[src/rtl/video_timing_gen.sv]
// Raster timing generator: pixel/line counters, blanking, DE, adjustable syncs and blanked RGB.
// Optional macro VTG_SCREEN_SHIFT_EN enables per-frame sampling of the h_adj/v_adj sync shifts.
module video_timing_gen #(
  parameter int H_ACTIVE = 288,
  parameter int H_FP     = 23,
  parameter int H_SYNC   = 31,
  parameter int H_BP     = 42,
  parameter int V_ACTIVE = 224,
  parameter int V_FP     = 3,
  parameter int V_SYNC   = 7,
  parameter int V_BP     = 29,
  parameter int CW       = 12,
  parameter int CNT_W    = 9,
  parameter bit HS_POL   = 1'b0,
  parameter bit VS_POL   = 1'b0
) (
  input  logic                    clk_sys,
  input  logic                    reset,
  input  logic                    ce_pix,
  input  logic [CW-1:0]           rgb_in,
  input  logic signed [3:0]       h_adj,
  input  logic signed [3:0]       v_adj,
  output logic [CNT_W-1:0]        hpos,
  output logic [CNT_W-1:0]        vpos,
  output logic [CW-1:0]           rgb_out,
  output logic                    hblank,
  output logic                    vblank,
  output logic                    de,
  output logic                    hsync,
  output logic                    vsync,
  output logic                    frame_start
);

  localparam int H_TOTAL = H_ACTIVE + H_FP + H_SYNC + H_BP;
  localparam int V_TOTAL = V_ACTIVE + V_FP + V_SYNC + V_BP;
  localparam int SW      = CNT_W + 2;

  if (H_TOTAL > (1 << CNT_W)) begin : g_err_htotal
    $error("H_TOTAL does not fit in CNT_W bits");
  end
  if (V_TOTAL > (1 << CNT_W)) begin : g_err_vtotal
    $error("V_TOTAL does not fit in CNT_W bits");
  end
  if (H_SYNC == 0 || V_SYNC == 0) begin : g_err_sync
    $error("sync width must be non-zero");
  end

  logic [CNT_W-1:0] hpos_q, hpos_d, vpos_q, vpos_d;
  logic [CW-1:0]    rgb_q, rgb_d;
  logic             fs_q, fs_d;
  logic             h_last, v_last, frame_wrap;
  logic signed [3:0] h_adj_l, v_adj_l;

  assign h_last     = (hpos_q == CNT_W'(H_TOTAL - 1));
  assign v_last     = (vpos_q == CNT_W'(V_TOTAL - 1));
  assign frame_wrap = ce_pix & h_last & v_last;

  always_comb begin
    hpos_d = hpos_q;
    vpos_d = vpos_q;
    rgb_d  = rgb_q;
    fs_d   = frame_wrap;
    if (ce_pix) begin
      hpos_d = h_last ? '0 : hpos_q + 1'b1;
      if (h_last) vpos_d = v_last ? '0 : vpos_q + 1'b1;
      rgb_d  = (hblank | vblank) ? '0 : rgb_in;
    end
  end

  always_ff @(posedge clk_sys or posedge reset) begin
    if (reset) begin
      hpos_q <= '0;
      vpos_q <= '0;
      rgb_q  <= '0;
      fs_q   <= 1'b0;
    end else begin
      hpos_q <= hpos_d;
      vpos_q <= vpos_d;
      rgb_q  <= rgb_d;
      fs_q   <= fs_d;
    end
  end

`ifdef VTG_SCREEN_SHIFT_EN
  logic signed [3:0] h_adj_q, v_adj_q;

  // Shifts only take effect at the frame boundary so one frame never mixes two positions.
  always_ff @(posedge clk_sys or posedge reset) begin
    if (reset) begin
      h_adj_q <= '0;
      v_adj_q <= '0;
    end else if (frame_wrap) begin
      h_adj_q <= h_adj;
      v_adj_q <= v_adj;
    end
  end
  assign h_adj_l = h_adj_q;
  assign v_adj_l = v_adj_q;
`else
  logic unused_adj;
  assign unused_adj = ^{h_adj, v_adj};
  assign h_adj_l    = '0;
  assign v_adj_l    = '0;
`endif

  // Sync window test: nominal start shifted by adj, clamped so the pulse stays inside blanking.
  function automatic logic sync_hit(input logic [CNT_W-1:0] pos, input logic signed [3:0] adj,
                                    input int nom, input int lo, input int hi, input int width);
    logic signed [SW-1:0] start;
    logic [SW-1:0]        p;
    start = SW'(nom) + SW'(adj);
    if (start < SW'(lo))      start = SW'(lo);
    else if (start > SW'(hi)) start = SW'(hi);
    p = SW'(pos);
    return (p >= $unsigned(start)) && (p < $unsigned(start) + $unsigned(SW'(width)));
  endfunction

  assign hpos        = hpos_q;
  assign vpos        = vpos_q;
  assign rgb_out     = rgb_q;
  assign frame_start = fs_q;
  assign hblank      = (hpos_q >= CNT_W'(H_ACTIVE));
  assign vblank      = (vpos_q >= CNT_W'(V_ACTIVE));
  assign de          = ~hblank & ~vblank;
  assign hsync = sync_hit(hpos_q, h_adj_l, H_ACTIVE + H_FP, H_ACTIVE, H_TOTAL - H_SYNC, H_SYNC)
                 ? HS_POL : ~HS_POL;
  assign vsync = sync_hit(vpos_q, v_adj_l, V_ACTIVE + V_FP, V_ACTIVE, V_TOTAL - V_SYNC, V_SYNC)
                 ? VS_POL : ~VS_POL;

endmodule

[config.mk]
export PLATFORM = sky130hd
export DESIGN_NAME = video_timing_gen
export DESIGN_NICKNAME = d
export VERILOG_FILES = /design/src/rtl/video_timing_gen.sv
export SDC_FILE = /design/constraint.sdc
export NUM_CORES = 1
export LEC_CHECK = 0
export CAP_MARGIN = 25
export CORE_MARGIN = 2
export CORE_UTILIZATION = 43
export CTS_CLUSTER_SIZE = 24
export DETAILED_ROUTE_END_ITERATION = 16
export GPL_TIMING_DRIVEN = 0
export HOLD_SLACK_MARGIN = 0.03
export PLACE_DENSITY = 0.83
export RECOVER_POWER = 25
export SLEW_MARGIN = 10
export SYNTH_ARGS = -nofsm -noshare
export SYNTH_HDL_FRONTEND = slang
export SYNTH_SLANG_ARGS = --single-unit
[constraint.sdc]
create_clock -name clk_sys -period 3.4 [get_ports clk_sys]
set_clock_uncertainty 0.05 [all_clocks]
set_input_delay 0.51 -clock clk_sys [delete_from_list [all_inputs] [get_ports clk_sys]]
set_output_delay 0.51 -clock clk_sys [all_outputs]
set_load 0.05 [all_outputs]
* Yosys cells after proc, flatten, opt, wreduce, memory -nomap -nowiden
Cells that the tools add are included.
** Word-level totals
- Logic and storage cells :: 28
- Output and inout port bits :: 36
- Register bits :: 31
- Bits of input ports :: 23
** Cells by class
- Bitwise gates (word level) :: 6
- Muxes and demuxes :: 5
- Order comparisons :: 6
- $add $sub $neg :: 2
- Reductions and logical operators :: 3
- Eq/ne operators :: 2
** Operator list (count)
- 9-bit by 1-bit adder with 9-bit output, second input constant :: 2
- 9-bit equality test, second input constant :: 2
- 9-bit by 8-bit >= comparator with 1-bit output, second input constant :: 2
- 9-bit >= comparator, second input constant :: 2
- 9-bit two-way mux :: 2
- 12-bit two-way mux :: 1
- 9-bit by 8-bit < comparator with 1-bit output, second input constant :: 1
- 9-bit < comparator, second input constant :: 1
- 1-bit AND :: 3
- 1-bit logical AND :: 2
- 1-bit two-way mux :: 2
- 1-bit NOT :: 2
- 2-bit AND reduction :: 1
- 1-bit OR :: 1

* Depth between registers and ports, before layout
- Word-level depth :: 3
- Mapped depth :: 6
- Depth with buffers taken out :: 6

* Worst setup path after synthesis
OpenSTA, ideal clock, no wires.
- Path kind :: register to output
- Start point :: register hpos_q[5], in the netlist hpos[5]
- End point :: output de
- Arrival time :: 2.164 ns
- Path buffers :: 1
- Data required time :: 2.840 ns
- Slack :: 0.676 ns
- Cell stages (with the launch flop) :: 5
- Cells stage by stage :: dfrtp_1 -> o31a_1 -> or3_1 -> clkbuf_1 -> inv_1
** Between the ends
- Word-level cells in the longest chain between the ends :: 3
** RTL lines
- from (decl) :: RTL line 48 : logic [CNT_W-1:0] hpos_q, hpos_d, vpos_q, vpos_d;
- from (signal assigned) :: RTL line 77 : hpos_q <= hpos_d;
- 9-bit >= comparator :: RTL line 122 : assign hblank = (hpos_q >= CNT_W'(H_ACTIVE));
- via hblank :: RTL line 26 : output logic hblank,
- 1-bit NOT :: RTL line 124 : assign de = ~hblank & ~vblank;
- 1-bit AND :: RTL line 124
- to (decl) :: RTL line 28 : output logic de,
The timed path passes the listed nets, and every way through them passes these cells.

* Final worst setup path
- Start point :: register hpos_q[1], in the netlist hpos[1]
- End point :: output hsync
** Between the ends
- Word-level cells in the longest chain between the ends :: 3
- Elaborated cells on any way between the ends :: 4
- Classes of those cells :: 2 x order compare; 1 x mux; 1 x reduce/logical
** RTL lines
- 9-bit >= comparator or 9-bit < comparator (tied branches) :: RTL line 115 : return (p >= $unsigned(start)) && (p < $unsigned(start) + $unsigned(SW'(width)));
- 1-bit logical AND (*) :: RTL line 115
- 1-bit two-way mux (*) :: RTL line 126 : ? HS_POL : ~HS_POL;
- to (decl) :: RTL line 29 : output logic hsync,
Every way passes the cells marked *; elsewhere a longest branch is shown, timed or not.

==> flow_summary.ini <==
[logic_synthesis]
ys.flop_type = dfrtp_1
syn_area_sq_um = 1540
synthCells = 160
avgSynthCellArea_sq_um = 9.61
yosysTopAreaCellShare_pct = 50.4
synth_top_area_cell = dfrtp_1
synth_warnings = 0
async_flop_share_pct = 100
synth-seq-cells = 31
synth_edf_count = 0
synth_seq_area_share_pct = 50.4
syn_nets = 187
synth.area.top_cells = dfrtp_1 50%, nand2_1 5.9%, o22ai_1 5.3%
yosys-top-cells-count = 31 x dfrtp_1, 24 x nand2_1, 19 x inv_1
synth.distinct_cells = 35
yosysMostFrequentCell = dfrtp_1

[global_route]
gr-total-overflow = 0
grt_max_degree = 17
grt_pass1_wl_microns = 5930
grt_pass1_vias = 1273
grt_use_total_pct = 18.9
antenna_found_initial = 0

[worst_setup_path]
crit_fanout = 6
reg2reg_depth = 5
critPathKind = reg -> out
worstPathArrival_ns = 2.40
crit_path_start_kind = flop
critical_path.endpoint_type = output port
cp.required_ns = 2.84

[timing]
hold_viol_final = 0
worstMarginPinSlew_ns = 0.840
fmaxAchievable_mhz = 338
period_needed_ns = 2.96
finalSetupViolations = 0
drv_slew = 0
slew_headroom_pct = 44.0
tns_ns = 0
min_period_over_period_pct = 87.1
rsz0062_at_grt = false

[cts]
numCtsBuffers = 5
cts_buffer_depth = 2
clkSlewWorstSetupHoldPaths_ns = 0.10
clk_latency_ns = 0.33
cts_root_buf = clkbuf_4
htreeDepth = 2
cts_tree = built
clock_sinks = 31

[routing]
wl_microns = 3510
drc = 0
vias = 1329
wl_per_cell_microns = 13.3
drt_iter0_markers = 86
drt.antenna.violating_nets = 0
first_pass_iters = 4
vias_per_cell = 5.03

[final_layout]
fin_util_pct = 63.7
finalNonFillerCells = 264
n_fill_cell = 276
syn_to_final_growth_pct = 40.4
nets = 245
final_cell_area_sq_um = 2160
n_antenna_cell = 0
layout-drive-gt1-share_pct = 6.42

[placement]
dpl-instance-area_sq_um = 2120
port_buffers = 50
dp.final_hpwl_microns = 2500
gp_congestion = 0.779
post-place-cells = 257

[die]
core_area_sq_um = 3390
start_util_pct = 45.4
num_rows = 21
die_area_sq_um = 4070
die_h_microns = 63.8
num_io_pins = 59
die_width_microns = 63.8

[run]
cap_viol_max_count = 0

[power_and_ir_drop]
power.leakage_nw = 0.971
p_total_uw = 959
vdd_drop_max_mv = 0.328
pwr_density_cell_nw_per_um2 = 444

[hold_path]
hold_depth = 1
min-delay-path-class = reg -> reg

[status]
status = completed
==> stage by stage <==
step / setup WS, ns / hold slack, ns
floorplan: 0.676 / 0.564
global placement: 0.487 / 0.459
global route: 0.305 / 0.487
CTS: 0.121 / 0.473
finish: 0.438 / 0.471
detailed placement: 0.502 / 0.456
==> layout by cell type (no fill, tap or decap), drive strengths merged, types with 6 or more instances in the layout <==
cell | netlist | final
clkbuf | 4 | 11
clkdlybuf4s50 | 0 | 48
dfrtp | 31 | 31
inv | 19 | 19
nand2 | 24 | 24
nand3 | 6 | 6
nor2 | 6 | 6
o21ai | 6 | 6
o22ai | 13 | 13
==> cell families after synthesis <==
| family | count (synthesis) | share of synthesized area (%) |
|---|---|---|
| adder cells (fa/ha/maj) | 4 | 3.25 |
| multiplexers | 1 | 0.651 |
| AND/OR/NAND/NOR | 59 | 21.2 |
| buffers and inverters | 24 | 5.94 |
| flip-flops | 31 | 50.4 |
| AO/OA/AOI/OAI | 31 | 12.8 |
| XOR/XNOR | 10 | 5.70 |
==> state kept, by name (all words and copies together) (netlist names) <==
signal / cells
hpos: 9
vpos: 9
frame_start: 1
rgb_out: 12
==> worst max-delay path, cell delays in order, from the launching register on <==
cell and delay (ns):
dfrtp_1 0.45, ha_1 0.28, a21o_1 0.18, a21oi_1 0.16, nor3_1 0.06, o21bai_1 0.12, clkdlybuf4s50_1 0.81
==> cell type report <==
cell class / count / area, sq um / area share (%)
Clock inverter: 1 / 5.00 / 0.232
Tap cell: 46 / 57.6 / 2.67
Inverter: 19 / 71.3 / 3.30
Buffer: 5 / 20.0 / 0.928
Timing Repair Buffer: 51 / 507 / 23.5
Multi-Input combinational cell: 105 / 671 / 31.1
Clock buffer: 6 / 51.3 / 2.38
Sequential cell: 31 / 776 / 35.9
==> power breakdown <==
group	leakage, nW	total, mW	switching, mW	internal [mW]
sequential	0.417	0.447	0.0500	0.397
clock	0.0341	0.223	0.127	0.0957
combinational	0.520	0.289	0.181	0.108
total	0.971	0.959	0.358	0.601
==> per-layer routing <==
metal | global-route usage [%] | share of wire, %
met5 | 0 | 0
met4 | 6.79 | 1.3
met3 | 5.63 | 4.6
met2 | 27.1 | 43
met1 | 26.9 | 51
==> worst paths after layout <==
kind / from / end / slack [ns]
max: hpos[1]$_DFFE_PP0P_ / hsync / 0.44
min: vpos[7]$_DFFE_PP0P_ / vpos[7]$_DFFE_PP0P_ / 0.47
max reg2reg: hpos[1]$_DFFE_PP0P_ / vpos[7]$_DFFE_PP0P_ / 1.44
min reg2reg: vpos[7]$_DFFE_PP0P_ / vpos[7]$_DFFE_PP0P_ / 0.47
max in group asynchronous: reset / hpos[5]$_DFFE_PP0P_ / 1.53
min in group asynchronous: reset / rgb_out[3]$_DFFE_PP0P_ / 0.63
==> repair_timing <==
action / CTS / global route
endpoints found under the hold margin: 0 / 0
hold buffers: 0 / 0
buffers inserted: 0 / 0
endpoints found under the setup margin: 0 / 1
resized for setup: 0 / 1
No activity file was read; power rests on OpenSTA's default activity.
